**src/rtl/sequence_generator.sv**
```systemverilog
// sequence_generator: serial pattern transmitter feeding the 1010 detector link.
// On an accepted start the latched WIDTH-bit pattern is shifted out MSB-first on
// `x`, one bit per clock, repeated repeat_cnt+1 times, followed by a one-cycle
// `done` pulse. All outputs are registered.
//
// Build option: define GAP_BIT_EN to insert one idle cycle (valid=0, x=0)
// between repetitions. Without it, repetitions run back-to-back.
module sequence_generator #(
  parameter int unsigned       WIDTH       = 4,
  parameter logic [WIDTH-1:0]  DEFAULT_PAT = WIDTH'(4'b1010),
  parameter int unsigned       CNT_W       = 4
) (
  input  logic             clk,
  input  logic             rst_n,
  input  logic             start,
  input  logic [WIDTH-1:0] pattern_in,
  input  logic [CNT_W-1:0] repeat_cnt,
  input  logic             abort,
  output logic             x,
  output logic             valid,
  output logic             busy,
  output logic             done
);

  localparam int unsigned IDX_W = (WIDTH > 2) ? $clog2(WIDTH) : 1;
  localparam logic [IDX_W-1:0] LAST_IDX = IDX_W'(WIDTH - 1);

  localparam logic [1:0] ST_IDLE = 2'd0;
  localparam logic [1:0] ST_SEND = 2'd1;
  localparam logic [1:0] ST_DONE = 2'd2;
`ifdef GAP_BIT_EN
  localparam logic [1:0] ST_GAP  = 2'd3;
`endif

  logic [1:0]       state;
  logic [WIDTH-1:0] pat_q;     // pattern latched at start, used for reloads
  logic [WIDTH-1:0] shift_q;   // bits still to send, next one at the MSB
  logic [IDX_W-1:0] bit_idx;   // index of the bit currently on x
  logic [CNT_W-1:0] rep_left;  // repetitions still owed after the current one

  logic last_bit;
  logic more_reps;

  // End-of-pattern and repetition-remaining flags
  always_comb begin
    last_bit  = (bit_idx == '0);
    more_reps = (rep_left != '0);
  end

  // Transmit state machine with registered outputs
  always_ff @(posedge clk or negedge rst_n) begin
    if (!rst_n) begin
      state    <= ST_IDLE;
      pat_q    <= DEFAULT_PAT;
      shift_q  <= '0;
      bit_idx  <= '0;
      rep_left <= '0;
      x        <= 1'b0;
      valid    <= 1'b0;
      busy     <= 1'b0;
      done     <= 1'b0;
    end else begin
      case (state)
        ST_IDLE: begin
          // abort is meaningless here; start alone decides
          if (start) begin
            pat_q    <= pattern_in;
            rep_left <= repeat_cnt;
            shift_q  <= pattern_in << 1;
            bit_idx  <= LAST_IDX;
            x        <= pattern_in[WIDTH-1];
            valid    <= 1'b1;
            busy     <= 1'b1;
            state    <= ST_SEND;
          end
        end

        ST_SEND: begin
          if (abort) begin
            state <= ST_IDLE;
            x     <= 1'b0;
            valid <= 1'b0;
            busy  <= 1'b0;
            done  <= 1'b0;
          end else if (!last_bit) begin
            x       <= shift_q[WIDTH-1];
            shift_q <= shift_q << 1;
            bit_idx <= bit_idx - 1'b1;
          end else if (more_reps) begin
`ifdef GAP_BIT_EN
            state <= ST_GAP;
            x     <= 1'b0;
            valid <= 1'b0;
`else
            x        <= pat_q[WIDTH-1];
            shift_q  <= pat_q << 1;
            bit_idx  <= LAST_IDX;
            rep_left <= rep_left - 1'b1;
`endif
          end else begin
            state <= ST_DONE;
            x     <= 1'b0;
            valid <= 1'b0;
            done  <= 1'b1;
          end
        end

`ifdef GAP_BIT_EN
        ST_GAP: begin
          if (abort) begin
            state <= ST_IDLE;
            busy  <= 1'b0;
          end else begin
            x        <= pat_q[WIDTH-1];
            shift_q  <= pat_q << 1;
            bit_idx  <= LAST_IDX;
            rep_left <= rep_left - 1'b1;
            valid    <= 1'b1;
            state    <= ST_SEND;
          end
        end
`endif

        ST_DONE: begin
          // abort here lands in the same place as the normal exit
          state <= ST_IDLE;
          x     <= 1'b0;
          valid <= 1'b0;
          busy  <= 1'b0;
          done  <= 1'b0;
        end

        default: begin
          state <= ST_IDLE;
          x     <= 1'b0;
          valid <= 1'b0;
          busy  <= 1'b0;
          done  <= 1'b0;
        end
      endcase
    end
  end

endmodule

```
**config.mk**
```make
export PLATFORM = sky130hd
export DESIGN_NAME = sequence_generator
export DESIGN_NICKNAME = d
export VERILOG_FILES = /design/src/rtl/sequence_generator.sv
export SDC_FILE = /design/constraint.sdc
export NUM_CORES = 1
export LEC_CHECK = 0
export BUFFER_PORTS_ARGS = -buffer_cell sky130_fd_sc_hd__buf_4
export CAP_MARGIN = 0
export CORE_MARGIN = 5
export CORE_UTILIZATION = 25
export CTS_CLUSTER_DIAMETER = 150
export DETAILED_ROUTE_END_ITERATION = 6
export MAX_ROUTING_LAYER = met4
export PLACE_DENSITY_LB_ADDON = 0.2
export SETUP_SLACK_MARGIN = 0.15
export SLEW_MARGIN = 25
export SYNTH_ARGS = -nofsm -noshare
export SYNTH_HDL_FRONTEND = slang
export SYNTH_SLANG_ARGS = --single-unit
```
**constraint.sdc**
```tcl
create_clock -name clk -period 1.95 [get_ports clk]
set_input_delay 0.2925 -clock clk [delete_from_list [all_inputs] [get_ports clk]]
set_output_delay 0.2925 -clock clk [all_outputs]
set_load 0.01 [all_outputs]
```
=== Word level (Yosys, flattened, before mapping) ===
Index checks and enable logic that the tools add are counted.

* Add/sub/neg operators: 2
* Equality and inequality tests: 9
* Mux-type cells: 36
* Bitwise operators: 1
* Reduce and logical (&&, ||, !) cells: 10

{| class="wikitable"
|+ Operator list
! cell !! number
|-
| 2-to-1 mux 4 bit || 8
|-
| 2-to-1 mux 2 bit || 8
|-
| case mux 4 bit (2 select lines) || 2
|-
| 2-to-1 mux 1 bit || 12
|-
| inequality test 2 bit (second input constant) || 5
|-
| inequality test 3 bit (second input constant) || 3
|-
| case mux 1 bit (2 select lines) || 4
|-
| case mux 2 bit (2 select lines) || 2
|-
| AND reduction 3 bit || 2
|-
| AND reduction 5 bit || 1
|-
| logical NOT 2 bit || 2
|-
| AND reduction 2 bit || 2
|-
| AND reduction 4 bit || 1
|-
| nonzero test 4 bit || 1
|-
| subtractor 4 x 1 -> 4 bit (second input constant) || 1
|-
| equality test 2 x 1 -> 1 bit (second input constant) || 1
|-
| nonzero test 2 bit || 1
|-
| subtractor 2 x 1 -> 2 bit (second input constant) || 1
|-
| NOT 1 bit || 1
|}

* Register bits after elaboration: 20
* Output and inout bits: 4
* Word-level logic and storage cells: 67

=== Depth between registers and ports, before layout ===
Gate-level depths: netlist (run 1).

* Depth after elaboration: 5
* Mapped depth: 6

=== Worst setup path after synthesis (run 1) ===
OpenSTA, ideal clock, no wires.

* Kind: register to register
* Start: register rep_left[0]
* End: register rep_left[0]
* Library setup time: 122 ps
* Data arrival time: 1,568 ps
* Data required time: 1,828 ps
* Setup slack: 260 ps
* Cell stages (with the launch flop): 6
* Buffers on the path: 0
* Path through: dfrtp_1 inv_1 ha_1 or3b_2 a31o_2 a32o_1

* Word-level cells in the longest chain between the ends: 5
* Elaborated cells between the ends (all ways): 8
* Those cells by class: 1 x add/sub; 1 x eq/ne; 4 x mux; 2 x reduce/logical

{| class="wikitable"
|+ RTL lines
! what !! line !! RTL
|-
| start: declaration || 39 || <nowiki>logic [CNT_W-1:0] rep_left;</nowiki>
|-
| start signal: assignment || 68 || <nowiki>rep_left <= repeat_cnt;</nowiki>
|-
| start signal: assignment || 98 || <nowiki>rep_left <= rep_left - 1'b1;</nowiki>
|-
| subtractor 4 x 1 -> 4 bit || 98 ||
|-
| 2-to-1 mux 4 bit || 89 || <nowiki>end else if (more_reps) begin</nowiki>
|-
| 2-to-1 mux 4 bit || 85 || <nowiki>end else if (!last_bit) begin</nowiki>
|-
| 2-to-1 mux 4 bit || 79 || <nowiki>if (abort) begin</nowiki>
|-
| case mux 4 bit (2 select lines) || 63 || <nowiki>case (state)</nowiki>
|}

Several ways; a longest one is shown, not always the timed one. The select of a mux whose other input is x is not followed.
A chain may end at the register's enable or synchronous reset.

=== Worst setup path after layout (run 1) ===
* Start: register state[0]
* End: register rep_left[1]

* Word-level cells in the longest chain between the ends: 3
* Elaborated cells between the ends (all ways): 9
* Those cells by class: 5 x eq/ne; 1 x mux; 3 x reduce/logical

{| class="wikitable"
|+ RTL lines
! what !! line !! RTL
|-
| start: declaration || 35 || <nowiki>logic [1:0] state;</nowiki>
|-
| start signal: assignment || 53 || <nowiki>state <= ST_IDLE;</nowiki>
|-
| start signal: assignment || 74 || <nowiki>state <= ST_SEND;</nowiki>
|-
| start signal: assignment || 80 || <nowiki>state <= ST_IDLE;</nowiki>
|-
| equality test 2 x 1 -> 1 bit or logical NOT 2 bit (tied branches) || 63 ||
|-
| inequality test 2 bit (no source line) or nonzero test 2 bit (tied branches) || - ||
|-
| AND reduction 5 bit (no source line) || - ||
|}

Several ways; a longest one is shown, not always the timed one.

==> results of run 1 <==
[area by class of cell]
type	instances	area, um^2
well taps	50	62.6
multi-input cells	65	503
fillers	427	2700
inverters	7	26.3
clock buffers	4	45.0
flip-flops and latches	19	478
repair buffers	21	160
[cells by family (layout without fill, tap and decap cells)]
family,Yosys count,count (layout),share of synthesized area
and+or+nand+nor,35,35,0.190
muxes,13,13,0.138
DFF,19,19,0.468
AOI/OAI and AO/OA,15,15,0.123
buffers and inverters,12,32,0.0564
adders and majority gates,2,2,0.0245
[Yosys cell counts (2+ instances only)]
cell type / instances / area share
nand4_1: 2 / 0.012
ha_1: 2 / 0.025
mux2i_1: 4 / 0.039
a21oi_1: 2 / 0.0098
nand2b_1: 2 / 0.012
mux2_2: 8 / 0.088
dfrtp_1: 17 / 0.42
inv_1: 7 / 0.026
nor2_1: 6 / 0.022
nor2b_1: 2 / 0.012
dfstp_2: 2 / 0.051
nand2_1: 12 / 0.044
nor3b_1: 2 / 0.015
buf_2: 3 / 0.015
[worst max-delay path by stage]
stage,startpoint,endpoint,slack (ns),cells after the start
floorplan,rep_left[0]$_DFFE_PN0P_,rep_left[0]$_DFFE_PN0P_,0.26,5
global placement,bit_idx[0]$_DFFE_PN0P_,shift_q[3]$_DFFE_PN0P_,0.13,5
detailed placement,bit_idx[0]$_DFFE_PN0P_,shift_q[2]$_DFFE_PN0P_,0.08,5
CTS,bit_idx[0]$_DFFE_PN0P_,shift_q[2]$_DFFE_PN0P_,0.18,5
global route,state[0]$_DFFE_PN0P_,rep_left[1]$_DFFE_PN0P_,0.17,4
finish,state[0]$_DFFE_PN0P_,rep_left[1]$_DFFE_PN0P_,0.22,4
[report_power, final]
group          switching, mW  internal (mW)
sequential            0.0904          0.523
combinational          0.229          0.283
clock                  0.123          0.145
[critical path: stages (launching register included)]
cell and delay, ns:
dfrtp_1 0.50, buf_4 0.18, nor3b_1 0.48, a31o_2 0.30, mux2i_1 0.20
[per-layer routing]
metal | share of wire | vias to the layer above | wire (um) | global-route usage
met2 | 0.47 | 19 | 1060 | 0.138
li1 | - | 378 | - | -
met3 | 0.050 | 2 | 113 | 0.0342
met5 | 0 | - | 0 | -
met1 | 0.47 | 362 | 1060 | 0.124
met4 | 0.0080 | 0 | 18 | 0.0241
[flip-flops by register name, indices dropped and copies added, names as in the netlist]
name / cells
done: 1
pat_q: 4
busy: 1
valid: 1
shift_q: 3
x: 1
state: 2
rep_left: 4
bit_idx: 2
[per-stage QoR]
stage | utilization | hold slack, ns | cell area [um^2]
5_1_grt | 0.321 | 0.234 | 1270
2_1_floorplan | - | -0.00309 | 1020
4_1_cts | 0.318 | 0.238 | 1260
3_3_place_gp | 0.303 | 0.185 | 1200
6_report | 0.321 | 0.242 | 1270
3_5_place_dp | 0.303 | 0.191 | 1200
[what timing repair did]
item,CTS,global route
hold buffers,1,0
resized for setup,2,2
endpoints found under the hold margin,17,0
setup endpoints to repair,6,3
==> results.txt, run 1 <==
FF+latch count, synth: 19
die area: 5460 um^2
Hold Vio Cnt, Final: 0
CP Max Fanout: 8
Critical Path End Type: flop
Hold Path Stages: 3
Fin Clk Skew: 0.00361 ns
dominant synthesized flop cell: dfrtp_1
Slew Limit Headroom: 0.626
peak supply drop: 0.455 mV
Via density: 4.58
most common cell after layout, fill and taps aside: buf_4
vias after detailed routing: 761
CP Data Arrival Time: 1.90 ns
static leakage: 0.580 nW
Slew @ Worst Pin: 0.560 ns
ant diodes: 0
htree depth: 1
grt ovf: 0
CTS tree: built
CTS sink count: 19
GRT Util Overall: 0.0947
layout cells sized above 1: 0.345
vias in the first global route: 783
Synth Instances: 96
die width: 73.9 um
Worst-Skew Late Latency: 0.25 ns
min Tclk post-route: 1.73 ns
largest net degree at the start of global routing: 20
I/O pin cnt: 16
synthesis-to-layout area growth: 24.9%
clock tree root driver cell: clkbuf_8
I/O Buffers: 15
final worst path period share: 0.886
Clock Path Buffers: 2
Yosys cell types: 39
detailed-route DRC error count: 0
RSZ-0062 raised after global routing: no
HPWL Detailed: 1670 um
cts bufs inserted: 3
Die H: 73.9 um
reg2reg start: state[0]$_DFFE_PN0P_
status: finished, final reports clean
core area: 3970 um^2
hold crit path type: in -> reg
Hold Path End: pat_q[2]$_DFFE_PN0P_
Async S/R FF share, synth: 1.00
Overall Power: 1.39 mW
non-filler instance count after layout: 166
RD Place Congestion: 0.799
fmax: 0.579 GHz
starting density of the core: 0.257
WL per Instance: 13.6 um
mapped cell area: 1020 um^2
setup bufs post-CTS: 0
Setup Viol. Count Final: 0
Iter 0 DRT Violations: 27
CP required: 2.13 ns
hold_sp: pattern_in[2]
placed cell count: 161
R2R depth: 4
first-pass GRT wire length: 3820 um
Syn Nets: 110
Power Dens Cells: 1090 nW/um^2
std cell rows: 23
Total Wirelength: 2250 um
nature of the critical path startpoint: flop
Post-layout nets: 131
Worst-path clk slew: 0.07 ns
Max Cap Violations: 0
Slew Limit Fails: 0
Setup CP Type: reg -> reg
most frequent cells in the layout: 20 x buf_4, 17 x dfrtp_1, 12 x nand2_1, 8 x mux2_2, 7 x inv_1
register area share after synthesis: 0.468
Fin Setup TNS: 0 ns
post-route ant nets: 0
Avg Cell Area, Syn: 10.6 um^2
Yosys Warn Count: 0
pre-CTS WS: 0.0836 ns
initial antenna violation count: 0
Post-synth EDFFs: 0
worst reg2reg path endpoint: rep_left[1]$_DFFE_PN0P_
router iterations before antenna repair: 4
fin worst setup slack: 0.223 ns
reg-to-reg slack, setup: 0.22 ns
Note: power is estimated with default switching activity, not from simulation.
==> inputs of run 2 (changes only) <==
--- a/config.mk
+++ b/config.mk
@@ -8,7 +8,7 @@
 export BUFFER_PORTS_ARGS = -buffer_cell sky130_fd_sc_hd__buf_4
 export CAP_MARGIN = 0
 export CORE_MARGIN = 5
-export CORE_UTILIZATION = 25
+export CORE_UTILIZATION = 35
 export CTS_CLUSTER_DIAMETER = 150
 export DETAILED_ROUTE_END_ITERATION = 6
 export MAX_ROUTING_LAYER = met4
==> run 2 against run 1 <==
  * Count of clock-buffer cells in the layout unchanged
  * Clock power decreased by 24%
  * Wire length down 4.6%
  * Sequential power hardly changed
  * Sequential share of layout area is 1.5 points higher
  * Critical endpoint is now bit_idx[0]$_DFFE_PN0P_
  * Highest routed layer unchanged
==> results.txt, run 2 (synthesized netlist as in run 1, its figures left out) <==
Fin Clk Skew: 0.00780 ns
static leakage: 0.576 nW
Setup Viol. Count Final: 0
fin worst setup slack: 0.247 ns
HPWL Detailed: 1590 um
fmax: 0.587 GHz
most common cell after layout, fill and taps aside: buf_4
vias in the first global route: 806
status: finished, final reports clean
Internal: 873 uW
ant diodes: 0
Hold Path Stages: 3
non-filler instance count after layout: 147
I/O pin cnt: 16
final worst path period share: 0.873
core area: 2780 um^2
vias after detailed routing: 776
pre-CTS WS: 0.171 ns
Slew Limit Headroom: 0.736
Clock Path Buffers: 2
Finished Core Util: 0.440
Power Dens Cells: 1060 nW/um^2
initial antenna violation count: 0
biggest regs: pat_q x4, rep_left x4, shift_q x3
first-pass GRT wire length: 3710 um
router iterations before antenna repair: 4
reg2reg start: state[1]$_DFFE_PN0P_
Worst-Skew Late Latency: 0.30 ns
clock tree root driver cell: clkbuf_4
synthesis-to-layout area growth: 20.0%
WL per Instance: 14.6 um
Worst-path clk slew: 0.11 ns
detailed-route DRC error count: 0
CTS tree: built
cts bufs inserted: 3
hold crit path type: in -> reg
nature of the critical path startpoint: flop
CTS sink count: 19
Max Cap Violations: 0
fraction of power spent switching nets: 0.329
Post-layout nets: 131
Reg power frac: 0.470
Hold WS: 0.183 ns
reg-to-reg slack, setup: 0.25 ns
setup bufs post-CTS: 0
Iter 0 DRT Violations: 28
largest net degree at the start of global routing: 20
worst reg2reg path endpoint: bit_idx[0]$_DFFE_PN0P_
Slew Limit Fails: 0
most frequent cells in the layout: 20 x buf_4, 17 x dfrtp_1, 12 x nand2_1, 8 x mux2_2, 7 x inv_1
CP Data Arrival Time: 1.89 ns
std cell rows: 19
CP required: 2.14 ns
CP Buf/Inv Count: 0
Fin Setup TNS: 0 ns
sw power: 427 uW
I/O Buffers: 15
RD Place Congestion: 0.790
Hold Vio Cnt, Final: 0
die area: 4100 um^2
max incr delay on CP: 0.51 ns
Total Wirelength: 2150 um
Die H: 64.0 um
die width: 64.0 um
Critical Path End Type: flop
CP Max Fanout: 10
R2R depth: 3
crit-path leading delay family: flip-flops
Hold Path End: pat_q[3]$_DFFE_PN1P_
Comb power frac: 0.374
RSZ-0062 raised after global routing: no
starting density of the core: 0.367
hold_sp: pattern_in[3]
post-route ant nets: 0
min Tclk post-route: 1.70 ns
clock group share of total power: 0.157
Setup CP Type: reg -> reg
layout cells sized above 1: 0.345
Via density: 5.28
Slew @ Worst Pin: 0.396 ns
placed cell count: 142
peak supply drop: 0.793 mV
htree depth: 1
grt ovf: 0
Critical-path top delay cell: dfrtp_1
CP cell instances: or3b_4 > o21ai_4 > mux2_2
GRT Util Overall: 0.119
-- run 2: how the worst max path moves through the flow --
| stage | from | to | slack [ns] | cells past startpoint |
|---|---|---|---|---|
| 2_1_floorplan | rep_left[0]$_DFFE_PN0P_ | rep_left[0]$_DFFE_PN0P_ | 0.26 | 5 |
| 4_1_cts | bit_idx[0]$_DFFE_PN0P_ | shift_q[3]$_DFFE_PN0P_ | 0.18 | 5 |
| 6_report | state[1]$_DFFE_PN0P_ | bit_idx[0]$_DFFE_PN0P_ | 0.25 | 3 |
| 5_1_grt | rep_left[0]$_DFFE_PN0P_ | rep_left[0]$_DFFE_PN0P_ | 0.18 | 5 |
| 3_3_place_gp | rep_left[0]$_DFFE_PN0P_ | rep_left[0]$_DFFE_PN0P_ | 0.21 | 5 |
| 3_5_place_dp | rep_left[0]$_DFFE_PN0P_ | rep_left[0]$_DFFE_PN0P_ | 0.17 | 5 |
-- run 2: timing repair --
| action | 4_1_cts | 5_1_grt |
|---|---|---|
| setup endpoints to repair | 1 | 8 |
| hold endpoints to repair | 17 | 0 |
| resized for setup | 1 | 2 |
| hold buffers | 1 | 0 |
-- run 2: cell type report --
cell class / instances / area [um^2]
multi-input combinational: 65 / 495
tap: 31 / 38.8
timing repair buffer: 21 / 160
sequential: 19 / 478
clock buffer: 4 / 26.3
fill: 272 / 1560
inverter: 7 / 26.3
-- run 2: layer usage --
layer,track usage,part of all wire,wire length [um]
met1,0.137,0.43,916
met2,0.196,0.52,1110
met3,0.0455,0.047,100
met4,0.0234,0.0088,19
met5,-,0,0
-- run 2: power groups by stage --
stage	Clock (mW)	Combinational [mW]	Sequential [mW]
CTS	0.217	0.488	0.612
floorplan	0	0.347	0.599
global route	0.235	0.552	0.634
detailed placement	0	0.482	0.618
global placement	0	0.472	0.611
finish	0.204	0.486	0.611
-- run 2: metrics by stage --
stage | cell area, um^2 | power (mW)
after floorplan | 1020 | 0.946
after global placement | 1180 | 1.08
after detailed placement | 1180 | 1.10
after CTS | 1220 | 1.32
after global routing | 1220 | 1.42
final | 1220 | 1.30
-- run 2: worst min-delay path, stage by stage --
cell	delay (ns)
buf_4	0.11
nand2_1	0.05
nand2_1	0.04
